==> config.mk <==
export PLATFORM = sky130hd
export DESIGN_NAME = fifo_wr_arbiter_flat
export DESIGN_NICKNAME = d
export VERILOG_FILES = /design/src/rtl/fifo_wr_arbiter_if.sv /design/src/rtl/fifo_wr_arbiter.sv /design/src/flat_wrapper.sv
export SDC_FILE = /design/constraint.sdc
export NUM_CORES = 1
export LEC_CHECK = 0
export BUFFER_PORTS_ARGS = -buffer_cell sky130_fd_sc_hd__buf_2
export CAP_MARGIN = 25
export CORE_UTILIZATION = 42
export DETAILED_ROUTE_END_ITERATION = 6
export MAX_ROUTING_LAYER = met4
export PLACE_DENSITY = 0.88
export SYNTH_ARGS = -nofsm -noshare
export SYNTH_HDL_FRONTEND = slang
export SYNTH_SLANG_ARGS = --single-unit
==> constraint.sdc <==
create_clock -name clk -period 6 [get_ports clk]
set_input_delay 0.3 -clock clk [delete_from_list [all_inputs] [get_ports clk]]
set_output_delay 0.3 -clock clk [all_outputs]
set_load 0.02 [all_outputs]
==> src/rtl/fifo_wr_arbiter_if.sv <==
// Handshake bundle between NREQ producers, the write arbiter and one FIFO write port.
// master: arbiter side. slave: producers plus FIFO side.
interface fifo_wr_arbiter_if #(
    parameter int NREQ = 4,
    parameter int DW   = 16
);
    localparam int IW = $clog2(NREQ);

    logic [NREQ-1:0]    req_valid;
    logic [NREQ*DW-1:0] req_data;
    logic [NREQ-1:0]    req_ready;
    logic               fifo_full;
    logic               fifo_wr;
    logic [DW-1:0]      fifo_din;
    logic               grant_vld;
    logic [IW-1:0]      grant_id;
    logic [NREQ*16-1:0] stat_cnt;

    modport master (
        input  req_valid, req_data, fifo_full,
        output req_ready, fifo_wr, fifo_din, grant_vld, grant_id, stat_cnt
    );

    modport slave (
        output req_valid, req_data, fifo_full,
        input  req_ready, fifo_wr, fifo_din, grant_vld, grant_id, stat_cnt
    );
endinterface

==> src/rtl/fifo_wr_arbiter.sv <==
// Burst-locked round-robin arbiter sharing one FIFO write port among NREQ producers.
// Optional per-requester saturating word counters: define FIFO_ARB_STATS_EN.
module fifo_wr_arbiter #(
    parameter int NREQ  = 4,
    parameter int DW    = 16,
    parameter int BURST = 4
) (
    input  logic                  clk,
    input  logic                  rst_n,
    fifo_wr_arbiter_if.master     bus
);
    localparam int IW = $clog2(NREQ);
    localparam int BW = (BURST > 1) ? $clog2(BURST) : 1;

    localparam logic [0:0]      ST_IDLE   = 1'b0;
    localparam logic [0:0]      ST_GRANT  = 1'b1;
    localparam logic [BW-1:0]   BEAT_LAST = BW'(BURST - 1);
    localparam logic [BW-1:0]   BEAT_ONE  = BW'(1);
    localparam logic [IW-1:0]   LAST_INIT = IW'(NREQ - 1);
    localparam logic [NREQ-1:0] ONE_HOT0  = {{(NREQ-1){1'b0}}, 1'b1};

    logic [0:0]      state_r, state_n;
    logic [IW-1:0]   owner_r, owner_n;
    logic [BW-1:0]   beat_r,  beat_n;
    logic [IW-1:0]   last_r,  last_n;

    logic            cur_valid_s;
    logic            xfer_s;
    logic            release_s;
    logic [NREQ-1:0] others_s;
    logic [NREQ-1:0] req_ready_s;
    logic [DW-1:0]   din_s;
    logic [IW:0]     idle_pick_s;
    logic [IW:0]     hand_pick_s;

    // Returns {found, index} of the first set bit searching base+1, base+2, ... base (mod NREQ).
    function automatic logic [IW:0] rr_pick(input logic [NREQ-1:0] vld, input logic [IW-1:0] base);
        logic [IW:0] res;
        int          idx;
        res = {(IW+1){1'b0}};
        for (int k = 1; k <= NREQ; k++) begin
            idx = int'(base) + k;
            if (idx >= NREQ) begin
                idx = idx - NREQ;
            end
            if (!res[IW] && vld[IW'(idx)]) begin
                res = {1'b1, IW'(idx)};
            end
        end
        return res;
    endfunction

    // Transfer, release and hand-off candidates for the current owner.
    always_comb begin
        din_s = {DW{1'b0}};
        for (int i = 0; i < NREQ; i++) begin
            if (owner_r == IW'(i)) begin
                din_s = bus.req_data[i*DW +: DW];
            end else begin
                din_s = din_s;
            end
        end
        cur_valid_s = bus.req_valid[owner_r];
        xfer_s      = (state_r == ST_GRANT) && cur_valid_s && !bus.fifo_full;
        release_s   = (state_r == ST_GRANT) && ((xfer_s && (beat_r == BEAT_LAST)) || !cur_valid_s);
        others_s    = bus.req_valid & ~(ONE_HOT0 << owner_r);
        if (xfer_s) begin
            req_ready_s = ONE_HOT0 << owner_r;
        end else begin
            req_ready_s = {NREQ{1'b0}};
        end
        idle_pick_s = rr_pick(bus.req_valid, last_r);
        hand_pick_s = rr_pick(others_s, owner_r);
    end

    // Next-state logic: IDLE arbitrates for one cycle, GRANT hands off directly when possible.
    always_comb begin
        state_n = state_r;
        owner_n = owner_r;
        beat_n  = beat_r;
        last_n  = last_r;
        case (state_r)
            ST_IDLE: begin
                beat_n = {BW{1'b0}};
                if (idle_pick_s[IW]) begin
                    state_n = ST_GRANT;
                    owner_n = idle_pick_s[IW-1:0];
                end else begin
                    state_n = ST_IDLE;
                end
            end
            ST_GRANT: begin
                if (release_s) begin
                    last_n = owner_r;
                    beat_n = {BW{1'b0}};
                    if (hand_pick_s[IW]) begin
                        state_n = ST_GRANT;
                        owner_n = hand_pick_s[IW-1:0];
                    end else begin
                        state_n = ST_IDLE;
                    end
                end else if (xfer_s) begin
                    beat_n = beat_r + BEAT_ONE;
                end else begin
                    beat_n = beat_r;
                end
            end
            default: begin
                state_n = ST_IDLE;
                beat_n  = {BW{1'b0}};
            end
        endcase
    end

    // Arbitration state registers.
    always_ff @(posedge clk or negedge rst_n) begin
        if (!rst_n) begin
            state_r <= ST_IDLE;
            owner_r <= {IW{1'b0}};
            beat_r  <= {BW{1'b0}};
            last_r  <= LAST_INIT;
        end else begin
            state_r <= state_n;
            owner_r <= owner_n;
            beat_r  <= beat_n;
            last_r  <= last_n;
        end
    end

    assign bus.fifo_wr   = xfer_s;
    assign bus.fifo_din  = din_s;
    assign bus.req_ready = req_ready_s;
    assign bus.grant_vld = (state_r == ST_GRANT);
    assign bus.grant_id  = owner_r;

`ifdef FIFO_ARB_STATS_EN
    for (genvar gi = 0; gi < NREQ; gi++) begin : g_stat
        logic [15:0] cnt_r;

        // Accepted-word counter, sticks at all-ones.
        always_ff @(posedge clk or negedge rst_n) begin
            if (!rst_n) begin
                cnt_r <= 16'h0000;
            end else if (req_ready_s[gi] && (cnt_r != 16'hFFFF)) begin
                cnt_r <= cnt_r + 16'h0001;
            end else begin
                cnt_r <= cnt_r;
            end
        end

        assign bus.stat_cnt[gi*16 +: 16] = cnt_r;
    end
`else
    assign bus.stat_cnt = {(NREQ*16){1'b0}};
`endif

endmodule
==> src/flat_wrapper.sv <==
// flat-port wrapper written by rule: the top's interface ports become plain ports
module fifo_wr_arbiter_flat 
#(
    parameter int NREQ  = 4,
    parameter int DW    = 16,
    parameter int BURST = 4
)
  (clk, rst_n, bus_req_valid, bus_req_data, bus_fifo_full, bus_req_ready, bus_fifo_wr, bus_fifo_din, bus_grant_vld, bus_grant_id, bus_stat_cnt);
  fifo_wr_arbiter_if #(.NREQ(NREQ), .DW(DW)) bus_i ();
  input  logic clk;
  input  logic rst_n;
  input wire logic [$bits(bus_i.req_valid)-1:0] bus_req_valid;
  input wire logic [$bits(bus_i.req_data)-1:0] bus_req_data;
  input wire logic [$bits(bus_i.fifo_full)-1:0] bus_fifo_full;
  output wire logic [$bits(bus_i.req_ready)-1:0] bus_req_ready;
  output wire logic [$bits(bus_i.fifo_wr)-1:0] bus_fifo_wr;
  output wire logic [$bits(bus_i.fifo_din)-1:0] bus_fifo_din;
  output wire logic [$bits(bus_i.grant_vld)-1:0] bus_grant_vld;
  output wire logic [$bits(bus_i.grant_id)-1:0] bus_grant_id;
  output wire logic [$bits(bus_i.stat_cnt)-1:0] bus_stat_cnt;
  assign bus_i.req_valid = bus_req_valid;
  assign bus_i.req_data = bus_req_data;
  assign bus_i.fifo_full = bus_fifo_full;
  assign bus_req_ready = bus_i.req_ready;
  assign bus_fifo_wr = bus_i.fifo_wr;
  assign bus_fifo_din = bus_i.fifo_din;
  assign bus_grant_vld = bus_i.grant_vld;
  assign bus_grant_id = bus_i.grant_id;
  assign bus_stat_cnt = bus_i.stat_cnt;
  fifo_wr_arbiter #(.NREQ(NREQ), .DW(DW), .BURST(BURST)) u_core (.clk(clk), .rst_n(rst_n), .bus(bus_i));
endmodule
==> results.md, run 1 <==
- Routed vias/inst: 4.83
- Number of gates resized after CTS: 0
- Total power divided by cell area: 472 nW/µm²
- First-pass GRT wire length: 6310 µm
- Final hold violations: 0
- Startpoint of the worst register-to-register path: u_core.bus.grant_id[0]$_DFFE_PN0P_
- GP Congestion: 0.884
- Critical path arrival: 3.35 ns
- HPWL Detailed: 3580 µm
- Clock transition at path regs: 0.04 ns
- Floorplan die height: 68.0 µm
- Insertion delay of the later-clocked pin in the worst-skew pair: 0.22 ns
- Max capacitance violation total: 0
- Gate count after technology mapping: 262
- Number of H-tree levels: 1
- # port buffers: 94
- Reg2reg path depth: 6
- Relative slew margins: 32.0%
- CTS tree: built
- Critical path startpoint category: flip-flop
- Initial core utilization: 44.7%
- Element type at the critical path end: flip-flop
- Endpoints failing setup: 0
- Synthesized area: 1830 µm²
- Slack of the worst reg-to-reg path: 2.76 ns
- End of the worst register-to-register path: u_core.bus.grant_id[0]$_DFFE_PN0P_
- Setup TNS: 0 ns
- Post-CTS setup buffer count: 0
- Total number of vias: 1914
- Grt met1 use: 21.5%
- Sinks on Clock Net: 7
- VDD IR-drop max: 0.189 mV
- Number of antenna violations at the first check in global routing: 0
- Minimum hold slack: 0.395 ns
- Overflow left after global routing: 0
- Crit path to: u_core.bus.grant_id[0]$_DFFE_PN0P_
- Tightest Pin Transition: 1.02 ns
- Total area of sequential cells: 178 µm²
- Cell with the biggest individual delay on the critical path: sky130_fd_sc_hd__ha_1
- F_max: 308 MHz
- Final clock skew: 0.000227 ns
- Number of nets at the end of the flow: 423
- Leading post-synthesis cells by cell area: sky130_fd_sc_hd__buf_4, sky130_fd_sc_hd__a21oi_1, sky130_fd_sc_hd__mux4_2
- Die width: 68.0 µm
- Total Die Area: 4620 µm²
- Fill cell count: 407
- Final period demand of the worst path: 3.24 ns
- Number of register bits inferred by synthesis: 7
- Top fanout value on the critical path: 35
- Result of the run: finished, final reports clean
- Share of synthesized area occupied by flip-flops and latches: 9.72%
- Detailed-route DRC error count: 0
- Timing startpoint of the critical path: u_core.bus.grant_id[0]$_DFFE_PN0P_
- Setup repair after global routing missed its margin: false
- Number of unique standard cell types used by synthesis: 39
- Crit Path Category: reg2reg
- Total track usage: 18.1%
- Area added between synthesis and finish: 16.2%
- Total of warnings raised by yosys: 0
- Vias in the first global route: 1456
- Share of post-route cells with drive strength above 1: 31.5%
- DR WL/cell: 11.5 µm
- Detailed-route wire length: 4560 µm
- Deepest clock path buffer count: 2
- Global Route met3 Usage: 1.83%
- Inserted Diodes: 0
- Lkg Pwr: 1.08 nW
- Min-delay worst type: in2reg
- Worst Path Required: 6.11 ns
- Mean post-synth cell area: 6.98 µm²
- Final count of pins violating max slew: 0
- Cts bufs inserted: 3
- Standard cell core area: 4090 µm²
- Cells traversed along the worst timing path: ha_1 > nor2b_1 > mux4_2 > o21a_1 > or3_1 > and3_1
- Top cell type's share of synthesized area: 26.7%
- Area of the multi-input gates: 1330 µm²
- Length of the first detailed-routing pass in iterations: 4
- Initial DRC count: 67
- CTS Root Buffer Type: sky130_fd_sc_hd__clkbuf_8
- Number of antenna-violating nets in the routed design: 0
- Fin crit share: 54.0%
- Maximum number of pins on one net before global-route repair: 36
- Standard-cell rows: 23
- Cell type contributing the most total cell area after synthesis: sky130_fd_sc_hd__buf_4
- Most used routing layer in global routing: met2
- IO Pins: 159
- Met2 usage: 32.0%
- Delay of the slowest cell on the worst path: 0.93 ns
-- placed cells by master (no fill, tap or decap), types with 3 or more instances in the layout --
cell type | netlist | routed
sky130_fd_sc_hd__clkbuf_8 | 0 | 3
sky130_fd_sc_hd__nor2_1 | 6 | 6
sky130_fd_sc_hd__conb_1 | 1 | 64
sky130_fd_sc_hd__or3_1 | 3 | 3
sky130_fd_sc_hd__o21ai_0 | 18 | 18
sky130_fd_sc_hd__a21oi_1 | 38 | 38
sky130_fd_sc_hd__nand2_1 | 33 | 33
sky130_fd_sc_hd__buf_2 | 3 | 94
sky130_fd_sc_hd__nor3_1 | 5 | 5
sky130_fd_sc_hd__a22oi_1 | 3 | 3
sky130_fd_sc_hd__nor2b_1 | 9 | 9
sky130_fd_sc_hd__ha_1 | 5 | 5
sky130_fd_sc_hd__nor3b_1 | 3 | 3
sky130_fd_sc_hd__and2_1 | 4 | 4
sky130_fd_sc_hd__dfrtp_1 | 5 | 5
sky130_fd_sc_hd__nand2b_1 | 4 | 4
sky130_fd_sc_hd__mux4_2 | 6 | 6
sky130_fd_sc_hd__nand3b_1 | 14 | 14
-- timing repair --
item                       CTS  global route
hold endpoints to repair     5             0
setup endpoints to repair    0             0
hold buffers                 1             0
-- power by group --
part | switching, mW | internal [mW]
Clock | 0.0205 | 0.0460
Sequential | 0.0429 | 0.0736
Combinational | 0.494 | 0.324
-- how the worst min path moves through the flow --
| stage | startpoint | to | slack (ns) | depth (start not counted) |
|---|---|---|---|---|
| after floorplan | rst_n | u_core.beat_r[0]$_DFFE_PN0P_ | 0.004 | 0 |
| after global placement | rst_n | u_core.bus.grant_id[0]$_DFFE_PN0P_ | 0.14 | 1 |
| after detailed placement | rst_n | u_core.beat_r[0]$_DFFE_PN0P_ | 0.14 | 1 |
| after CTS | bus_fifo_full | u_core.beat_r[1]$_DFFE_PN0P_ | 0.39 | 3 |
| after global routing | bus_fifo_full | u_core.beat_r[1]$_DFFE_PN0P_ | 0.43 | 3 |
| final | bus_fifo_full | u_core.beat_r[1]$_DFFE_PN0P_ | 0.39 | 3 |
-- flip-flops by register name, summed over array words and instances, names as in the netlist --
register	flops
u_core.beat_r	2
u_core.bus.grant_id	2
u_core.last_r	2
u_core.bus.grant_vld	1
-- layer usage --
metal | vias to the layer above | part of all wire [%]
li1 | 955 | -
met1 | 865 | 40
met2 | 90 | 53
met3 | 4 | 6.3
met4 | 0 | 0.53
met5 | - | 0
-- worst max-delay path: cells and delay by family (launching register included) --
kind                     cells  cell delay, ns
flip-flops                   1            0.69
multiplexers                 1            0.55
AND/OR/NAND/NOR              3            0.75
adder cells (fa/ha/maj)      1            0.93
AO/OA/AOI/OAI                1            0.19
-- cells by family after synthesis --
kind of cell,after synthesis,share of synthesized area [%]
AOI/OAI and AO/OA,71,21.8
adders and majority gates,5,3.42
buffers and inverters,82,30.4
DFF,7,9.72
muxes,8,8.62
other,1,0.205
and+or+nand+nor,88,25.9
-- synthesized netlist by cell type (all sizes together) --
| library cell | number |
|---|---|
| or3 | 3 |
| and3 | 2 |
| a41oi | 1 |
| o21ai | 18 |
| nand4 | 1 |
| o211ai | 2 |
| nor3b | 3 |
| nor2b | 9 |
| dfrtp | 5 |
| o311ai | 1 |
| a22oi | 3 |
| and2 | 4 |
| a31oi | 2 |
| o21bai | 1 |
| conb | 1 |
| dfstp | 2 |
| o211a | 1 |
| buf | 68 |
| nor3 | 5 |
| nor2 | 6 |
| a21oi | 38 |
| nand3b | 14 |
| ha | 5 |
| nand2 | 33 |
| o221ai | 1 |
| mux2 | 2 |
| o21a | 1 |
| clkbuf | 11 |
| o31a | 1 |
| mux4 | 6 |
| inv | 3 |
| nor4 | 1 |
| nand2b | 5 |
| nand3 | 2 |
| a21boi | 1 |
-- stage by stage --
step	cells	instance area, µm²	util (%)	power, mW	setup slack, ns
after floorplan	325	2060	-	0.763	3.43
after global placement	390	2050	50.2	0.901	2.78
after detailed placement	390	2050	50.2	0.923	2.65
after CTS	395	2110	51.6	0.992	2.64
after global routing	396	2120	52.0	1.10	2.52
final	396	2120	52.0	1.00	2.76
-- area by class of cell --
type / count / area share, %
Timing Repair Buffer: 96 / 23.3
Sequential cell: 7 / 8.37
Multi-Input combinational cell: 236 / 62.7
Inverter: 3 / 0.530
Tap cell: 50 / 2.95
Clock buffer: 4 / 2.12
(Power assumes the default switching activity.)
==> inputs of run 2 (changes only) <==
CORE_UTILIZATION = 39   (was 42)
PLACE_DENSITY = 0.82   (was 0.88)
clock period = 3.25 ns   (was 6 ns; I/O delays follow)
==> run 2 against run 1 <==
  * The run now ends with DRC left
  * Largest cell class unchanged
  * Register-to-register slack lost 2.1 ns
  * Via count decreased by 0.57%
  * Combinational power is 84% higher
  * Critical path type unchanged
  * Largest power group unchanged
  * Global-route usage increased by 0.050 points
==> results.md, run 2 (synthesis results as in run 1) <==
- Cts bufs inserted: 3 (unchanged)
- GP Congestion: 0.843 (-4.6%)
- Standard cell core area: 4440 µm² (+8.8%)
- # port buffers: 94 (unchanged)
- Detailed-route DRC error count: 27 (+27)
- Delay of the slowest cell on the worst path: 0.67 ns (-0.26 ns)
- Post-CTS setup buffer count: 0 (unchanged)
- Standard-cell rows: 24 (+4.3%)
- Total track usage: 18.1% (+0.050 points)
- Most frequent standard cell in the layout excluding fill and tap cells: sky130_fd_sc_hd__buf_2
- Relative slew margins: 64.4% (+32 points)
- Top fanout value on the critical path: 13 (-63%)
- Total number of vias: 1903 (-0.57%)
- Insertion delay of the later-clocked pin in the worst-skew pair: 0.22 ns (about the same)
- Floorplan die height: 70.5 µm (+3.7%)
- Element type at the critical path end: flip-flop
- Total Die Area: 4970 µm² (+7.5%)
- Final hold violations: 0 (unchanged)
- Inserted Diodes: 0 (unchanged)
- Reg2reg path depth: 7 (+1)
- Total power divided by cell area: 860 nW/µm² (+82%)
- Overflow left after global routing: 0 (unchanged)
- Tightest Pin Transition: 0.534 ns (-0.487 ns)
- Result of the run: finished with violations
- Utilization of the core after routing: 48.2% (-3.8 points)
- Cells traversed along the worst timing path: inv_2 > ha_1 > nand2b_1 > mux4_2 > o21a_1 > or3_1 > and3_1
- Initial DRC count: 103 (+54%)
- Critical path arrival: 2.73 ns (-0.62 ns)
- Clock transition at path regs: 0.04 ns (about the same)
- CTS tree: built
- Hold buffer count at CTS: 1 (unchanged)
- Critical path startpoint category: flip-flop
- Sinks on Clock Net: 7 (unchanged)
- Length of the first detailed-routing pass in iterations: 6 (+2)
- IO Pins: 159 (unchanged)
- DR WL/cell: 11.4 µm (-0.66%)
- CTS Root Buffer Type: sky130_fd_sc_hd__clkbuf_8
- Worst Path Required: 3.36 ns (-2.75 ns)
- Final count of pins violating max slew: 0 (unchanged)
- Initial core utilization: 41.1% (-3.6 points)
- Number of antenna violations at the first check in global routing: 0 (unchanged)
- Cell depth of the worst min-delay path: 3 (unchanged)
- Most frequent cells in the layout: sky130_fd_sc_hd__buf_2, sky130_fd_sc_hd__conb_1, sky130_fd_sc_hd__a21oi_1
- End of the worst register-to-register path: u_core.bus.grant_id[0]$_DFFE_PN0P_
- Final period demand of the worst path: 2.62 ns (-0.624 ns)
- Number of antenna-violating nets in the routed design: 0 (unchanged)
- Share of post-route cells with drive strength above 1: 32.1% (+0.59 points)
- First-pass GRT wire length: 7160 µm (+14%)
- Fin crit share: 80.5% (+27 points)
- Failing checks: DRC
- Endpoints failing setup: 0 (unchanged)
- Setup TNS: 0 ns (unchanged)
- Area of all placed cells without fillers: 2140 µm² (+0.82%)
- Lkg Pwr: 1.09 nW (+1.2%)
- Max capacitance violation total: 0 (unchanged)
- Number of H-tree levels: 1 (unchanged)
- Pre-CTS WS: 0.617 ns (-2.03 ns)
- Startpoint of the worst register-to-register path: u_core.bus.grant_id[0]$_DFFE_PN0P_
- Number of nets at the end of the flow: 426 (+0.71%)
- Routed vias/inst: 4.75 (-1.8%)
- Detailed-route wire length: 4590 µm (+0.59%)
- Area added between synthesis and finish: 17.1%
- Setup repair after global routing missed its margin: false
- F_max: 382 MHz (+24%)
- Placement-stage cell area: 2090 µm² (+1.6%)
- Deepest clock path buffer count: 2 (unchanged)
- Maximum number of pins on one net before global-route repair: 34 (-5.6%)
- Crit Path Category: reg2reg
- VDD IR-drop max: 0.471 mV (+150%)
- Final clock skew: 0.00362 ns (+0.00340 ns)
- HPWL Detailed: 3670 µm (+2.4%)
- Slack of the worst reg-to-reg path: 0.63 ns (-2.13 ns)
- Cell with the biggest individual delay on the critical path: sky130_fd_sc_hd__dfrtp_1
- Number of gates resized after CTS: 0 (unchanged)
- Min-delay worst type: in2reg
- Die width: 70.5 µm (+3.7%)
- Post-route setup slack: 0.633 ns (-2.13 ns)
- End point of the worst hold path: u_core.beat_r[0]$_DFFE_PN0P_
- Start point of the worst min-delay path: bus_fifo_full
- Vias in the first global route: 1622 (+11%)
[run 2: area by class of cell]
type | count | area [µm²]
fill | 487 | 2300
multi-input combinational | 236 | 1330
timing repair buffer | 99 | 510
sequential | 7 | 178
tap | 52 | 65.1
clock buffer | 4 | 45.0
inverter | 3 | 11.3
[run 2: worst max-delay path by stage]
| stage | endpoint | from | depth (start not counted) | slack, ns |
|---|---|---|---|---|
| 5_1_grt | u_core.bus.grant_id[0]$_DFFE_PN0P_ | u_core.bus.grant_id[0]$_DFFE_PN0P_ | 7 | 0.45 |
| 4_1_cts | u_core.bus.grant_id[0]$_DFFE_PN0P_ | u_core.bus.grant_id[0]$_DFFE_PN0P_ | 7 | 0.60 |
| 2_1_floorplan | u_core.bus.grant_id[0]$_DFFE_PN0P_ | u_core.bus.grant_id[0]$_DFFE_PN0P_ | 9 | 0.68 |
| 3_5_place_dp | u_core.bus.grant_id[0]$_DFFE_PN0P_ | u_core.bus.grant_id[0]$_DFFE_PN0P_ | 7 | 0.62 |
| 3_3_place_gp | u_core.bus.grant_id[0]$_DFFE_PN0P_ | u_core.bus.grant_id[0]$_DFFE_PN0P_ | 7 | 0.69 |
| 6_report | u_core.bus.grant_id[0]$_DFFE_PN0P_ | u_core.bus.grant_id[0]$_DFFE_PN0P_ | 7 | 0.63 |
[run 2: layer usage]
layer  wire [µm]  up-vias  GRT usage [%]
li1            -      961              -
met1        1960      864           22.4
met2        2350       76           31.8
met3         269        2           1.73
met4          11        0           3.85
met5           0        -              -
[run 2: worst max-delay path: cells and delay by family (launching register included)]
| family | cells | cell delay, ns |
|---|---|---|
| AO/OA/AOI/OAI | 1 | 0.21 |
| adder cells (fa/ha/maj) | 1 | 0.26 |
| buffers and inverters | 1 | 0.17 |
| flip-flops | 1 | 0.67 |
| multiplexers | 1 | 0.50 |
| AND/OR/NAND/NOR | 3 | 0.69 |
[run 2: report_power, final]
part           total, mW  internal, mW  switching [mW]
Combinational       1.51         0.599           0.907
Sequential         0.214         0.136          0.0784
Clock              0.121        0.0848          0.0367
[run 2: through the flow]
stage	hold slack (ns)	power (mW)	cells
floorplan	-0.133	1.41	325
global placement	-0.000638	1.69	396
detailed placement	0.0000401	1.72	396
CTS	0.262	1.85	401
global route	0.282	2.03	401
finish	0.262	1.84	401
==> inputs of run 3 (changes only) <==
clock period = 2.5 ns   (was 3.25 ns; I/O delays follow)
==> run 3 against run 2 <==
  * The run still ends with DRC left
  * Register-to-register slack lost 0.49 ns
  * Sequential share of layout area shrank 0.17 points
  * Worst setup slack lost 0.49 ns
  * Critical path depth is the same
  * Non-clock buffer count grew 9
  * Core utilization grew 1.7 points
  * Final area grew 3.5%
  * Wire length grew 3.1%
  * Global-route usage grew 0.13 points
  * Via count grew 2.7%
  * Clock skew grew 0.00099 ns
  * Largest cell class unchanged
  * Largest power group unchanged
==> results.md, run 3 (synthesis results as in run 1) <==
- Result of the run: finished with violations
- Failing checks: DRC
- Standard cell core area: 4440 µm² (unchanged)
- Initial DRC count: 73 (-29%)
- Lkg Pwr: 1.14 nW (+4.2%)
- Final count of pins violating max slew: 0 (unchanged)
- Deepest clock path buffer count: 2 (unchanged)
- Endpoints failing setup: 0 (unchanged)
- Final clock skew: 0.00461 ns (+0.000987 ns)
- Critical path arrival: 2.48 ns (-0.25 ns)
- Minimum hold slack: 0.226 ns (-0.0351 ns)
- IO Pins: 159 (unchanged)
- Placement-stage cell area: 2130 µm² (+1.9%)
- Detailed-route DRC error count: 27 (unchanged)
- Crit path to: u_core.bus.grant_id[0]$_DFFE_PN0P_
- Post-route setup slack: 0.138 ns (-0.495 ns)
- Logic pwr share: 84.0% (+2.2 points)
- First-pass GRT wire length: 7230 µm (+0.96%)
- Critical path startpoint category: flip-flop
- F_max: 423 MHz (+11%)
- Total number of vias: 1955 (+2.7%)
- Vias in the first global route: 1683 (+3.8%)
- Initial core utilization: 41.1% (unchanged)
- GP Congestion: 0.967 (+15%)
- Setup repair after global routing missed its margin: false
- Final period demand of the worst path: 2.36 ns (-0.255 ns)
- Internal power contribution: 1.16 mW (+42%)
- Fraction of power consumed by sequential logic: 9.6% (-2.0 points)
- Total power divided by cell area: 1150 nW/µm² (+33%)
- Cts bufs inserted: 3 (unchanged)
- Length of the first detailed-routing pass in iterations: 7 (+1)
- End of the worst register-to-register path: u_core.bus.grant_id[0]$_DFFE_PN0P_
- # port buffers: 94 (unchanged)
- Number of antenna-violating nets in the routed design: 0 (unchanged)
- Share of post-route cells with drive strength above 1: 34.6% (+2.5 points)
- Maximum number of pins on one net before global-route repair: 34 (unchanged)
- Worst Path Required: 2.62 ns (-0.74 ns)
- Element type at the critical path end: flip-flop
- Area added between synthesis and finish: 21.2%
- Number of H-tree levels: 1 (unchanged)
- Final instance count without filler cells: 410 (+2.2%)
- Total track usage: 18.2% (+0.13 points)
- Startpoint of the worst register-to-register path: u_core.bus.grant_id[0]$_DFFE_PN0P_
- DR WL/cell: 11.5 µm (+0.83%)
- Number of placed cells counting well taps: 401 (+1.3%)
- Total Die Area: 4970 µm² (unchanged)
- Die width: 70.5 µm (unchanged)
- Overflow left after global routing: 0 (unchanged)
- Setup TNS: 0 ns (unchanged)
- Most frequent standard cell in the layout excluding fill and tap cells: sky130_fd_sc_hd__buf_2
- Most frequent cells in the layout: sky130_fd_sc_hd__buf_2, sky130_fd_sc_hd__conb_1, sky130_fd_sc_hd__a21oi_1
- Sinks on Clock Net: 7 (unchanged)
- Crit Path Category: reg2reg
- Reg2reg path depth: 7 (unchanged)
- Area of all placed cells without fillers: 2220 µm² (+3.5%)
- VDD IR-drop max: 0.443 mV (-6.0%)
- Fill cell count: 446 (-8.4%)
- Final hold violations: 0 (unchanged)
- Slack of the worst reg-to-reg path: 0.14 ns (-0.49 ns)
- Floorplan die height: 70.5 µm (unchanged)
- Number of nets at the end of the flow: 435 (+2.1%)
- Min-delay worst type: in2reg
- Inserted Diodes: 0 (unchanged)
- Number of antenna violations at the first check in global routing: 0 (unchanged)
- CTS tree: built
- Clock network fraction of design power: 6.4% (-0.2 points)
- Timing startpoint of the critical path: u_core.bus.grant_id[0]$_DFFE_PN0P_
- Pre-CTS WS: 0.136 ns (-0.481 ns)
- Share of total power consumed by net switching: 54.1% (-1.3 points)
- CTS Root Buffer Type: sky130_fd_sc_hd__clkbuf_8
- Max capacitance violation total: 0 (unchanged)
- Fin crit share: 94.5% (+14 points)
- Top fanout value on the critical path: 5 (-8)
- Utilization of the core after routing: 49.9% (+1.7 points)
- Net Sw Power: 1.37 mW (+35%)
- Clock transition at path regs: 0.05 ns (about the same)
- Tot Pwr: 2.54 mW (+38%)
- Insertion delay of the later-clocked pin in the worst-skew pair: 0.23 ns (about the same)
- HPWL Detailed: 3770 µm (+2.8%)
- Detailed-route wire length: 4730 µm (+3.1%)
- Routed vias/inst: 4.77 (+0.48%)
- Standard-cell rows: 24 (unchanged)
run 3: changes by cell type in the layout (fill, tap and decap cells not counted), sizes merged:
| cell | before | now |
|---|---|---|
| buf | 98 | 107 |
| clkbuf | 4 | 3 |
| clkinv | 0 | 1 |
run 3: worst min-delay path by stage:
stage / startpoint / to / slack [ns] / cells past startpoint
floorplan: rst_n / u_core.beat_r[0]$_DFFE_PN0P_ / -0.17 / 0
global placement: rst_n / u_core.beat_r[0]$_DFFE_PN0P_ / -0.04 / 1
detailed placement: rst_n / u_core.beat_r[0]$_DFFE_PN0P_ / -0.03 / 1
CTS: bus_fifo_full / u_core.beat_r[1]$_DFFE_PN0P_ / 0.22 / 3
global route: bus_fifo_full / u_core.beat_r[0]$_DFFE_PN0P_ / 0.27 / 3
finish: bus_fifo_full / u_core.beat_r[1]$_DFFE_PN0P_ / 0.23 / 3
run 3: routing by layer:
| metal | global-route usage, % | part of all wire [%] |
|---|---|---|
| met1 | 21.2 | 39 |
| met2 | 32.8 | 53 |
| met3 | 1.59 | 7.3 |
| met4 | 6.12 | 1.1 |
| met5 | - | 0 |
run 3: timing repair:
item,4_1_cts,5_1_grt
setup buffers,0,4
hold buffers,1,0
endpoints found under the setup margin,0,1
hold endpoints to repair,7,0
gates resized for setup,0,1
run 3: final cells by class:
type,instances,area (µm²),share of cell area [%]
repair buffers,108,582,26.3
well taps,52,65.1,2.94
clock inverters,1,5.00,0.226
flip-flops and latches,7,180,8.13
inverters,3,11.3,0.508
multi-input cells,236,1330,60.1
clock buffers,3,41.3,1.86
run 3: critical path, cell delays in order (launching register included):
cell and delay (ns):
sky130_fd_sc_hd__dfrtp_2 0.44, sky130_fd_sc_hd__buf_4 0.16, sky130_fd_sc_hd__ha_1 0.21, sky130_fd_sc_hd__nand2b_1 0.20
sky130_fd_sc_hd__mux4_2 0.52, sky130_fd_sc_hd__o21a_1 0.22, sky130_fd_sc_hd__or3_1 0.34, sky130_fd_sc_hd__and3_1 0.17
run 3: power groups by stage:
stage | combinational [mW] | clock (mW) | sequential, mW
after CTS | 2.06 | 0.165 | 0.265
after detailed placement | 2.06 | 0 | 0.263
final | 2.13 | 0.162 | 0.244
after global routing | 2.37 | 0.169 | 0.252
after global placement | 2.00 | 0 | 0.262
after floorplan | 1.58 | 0 | 0.250
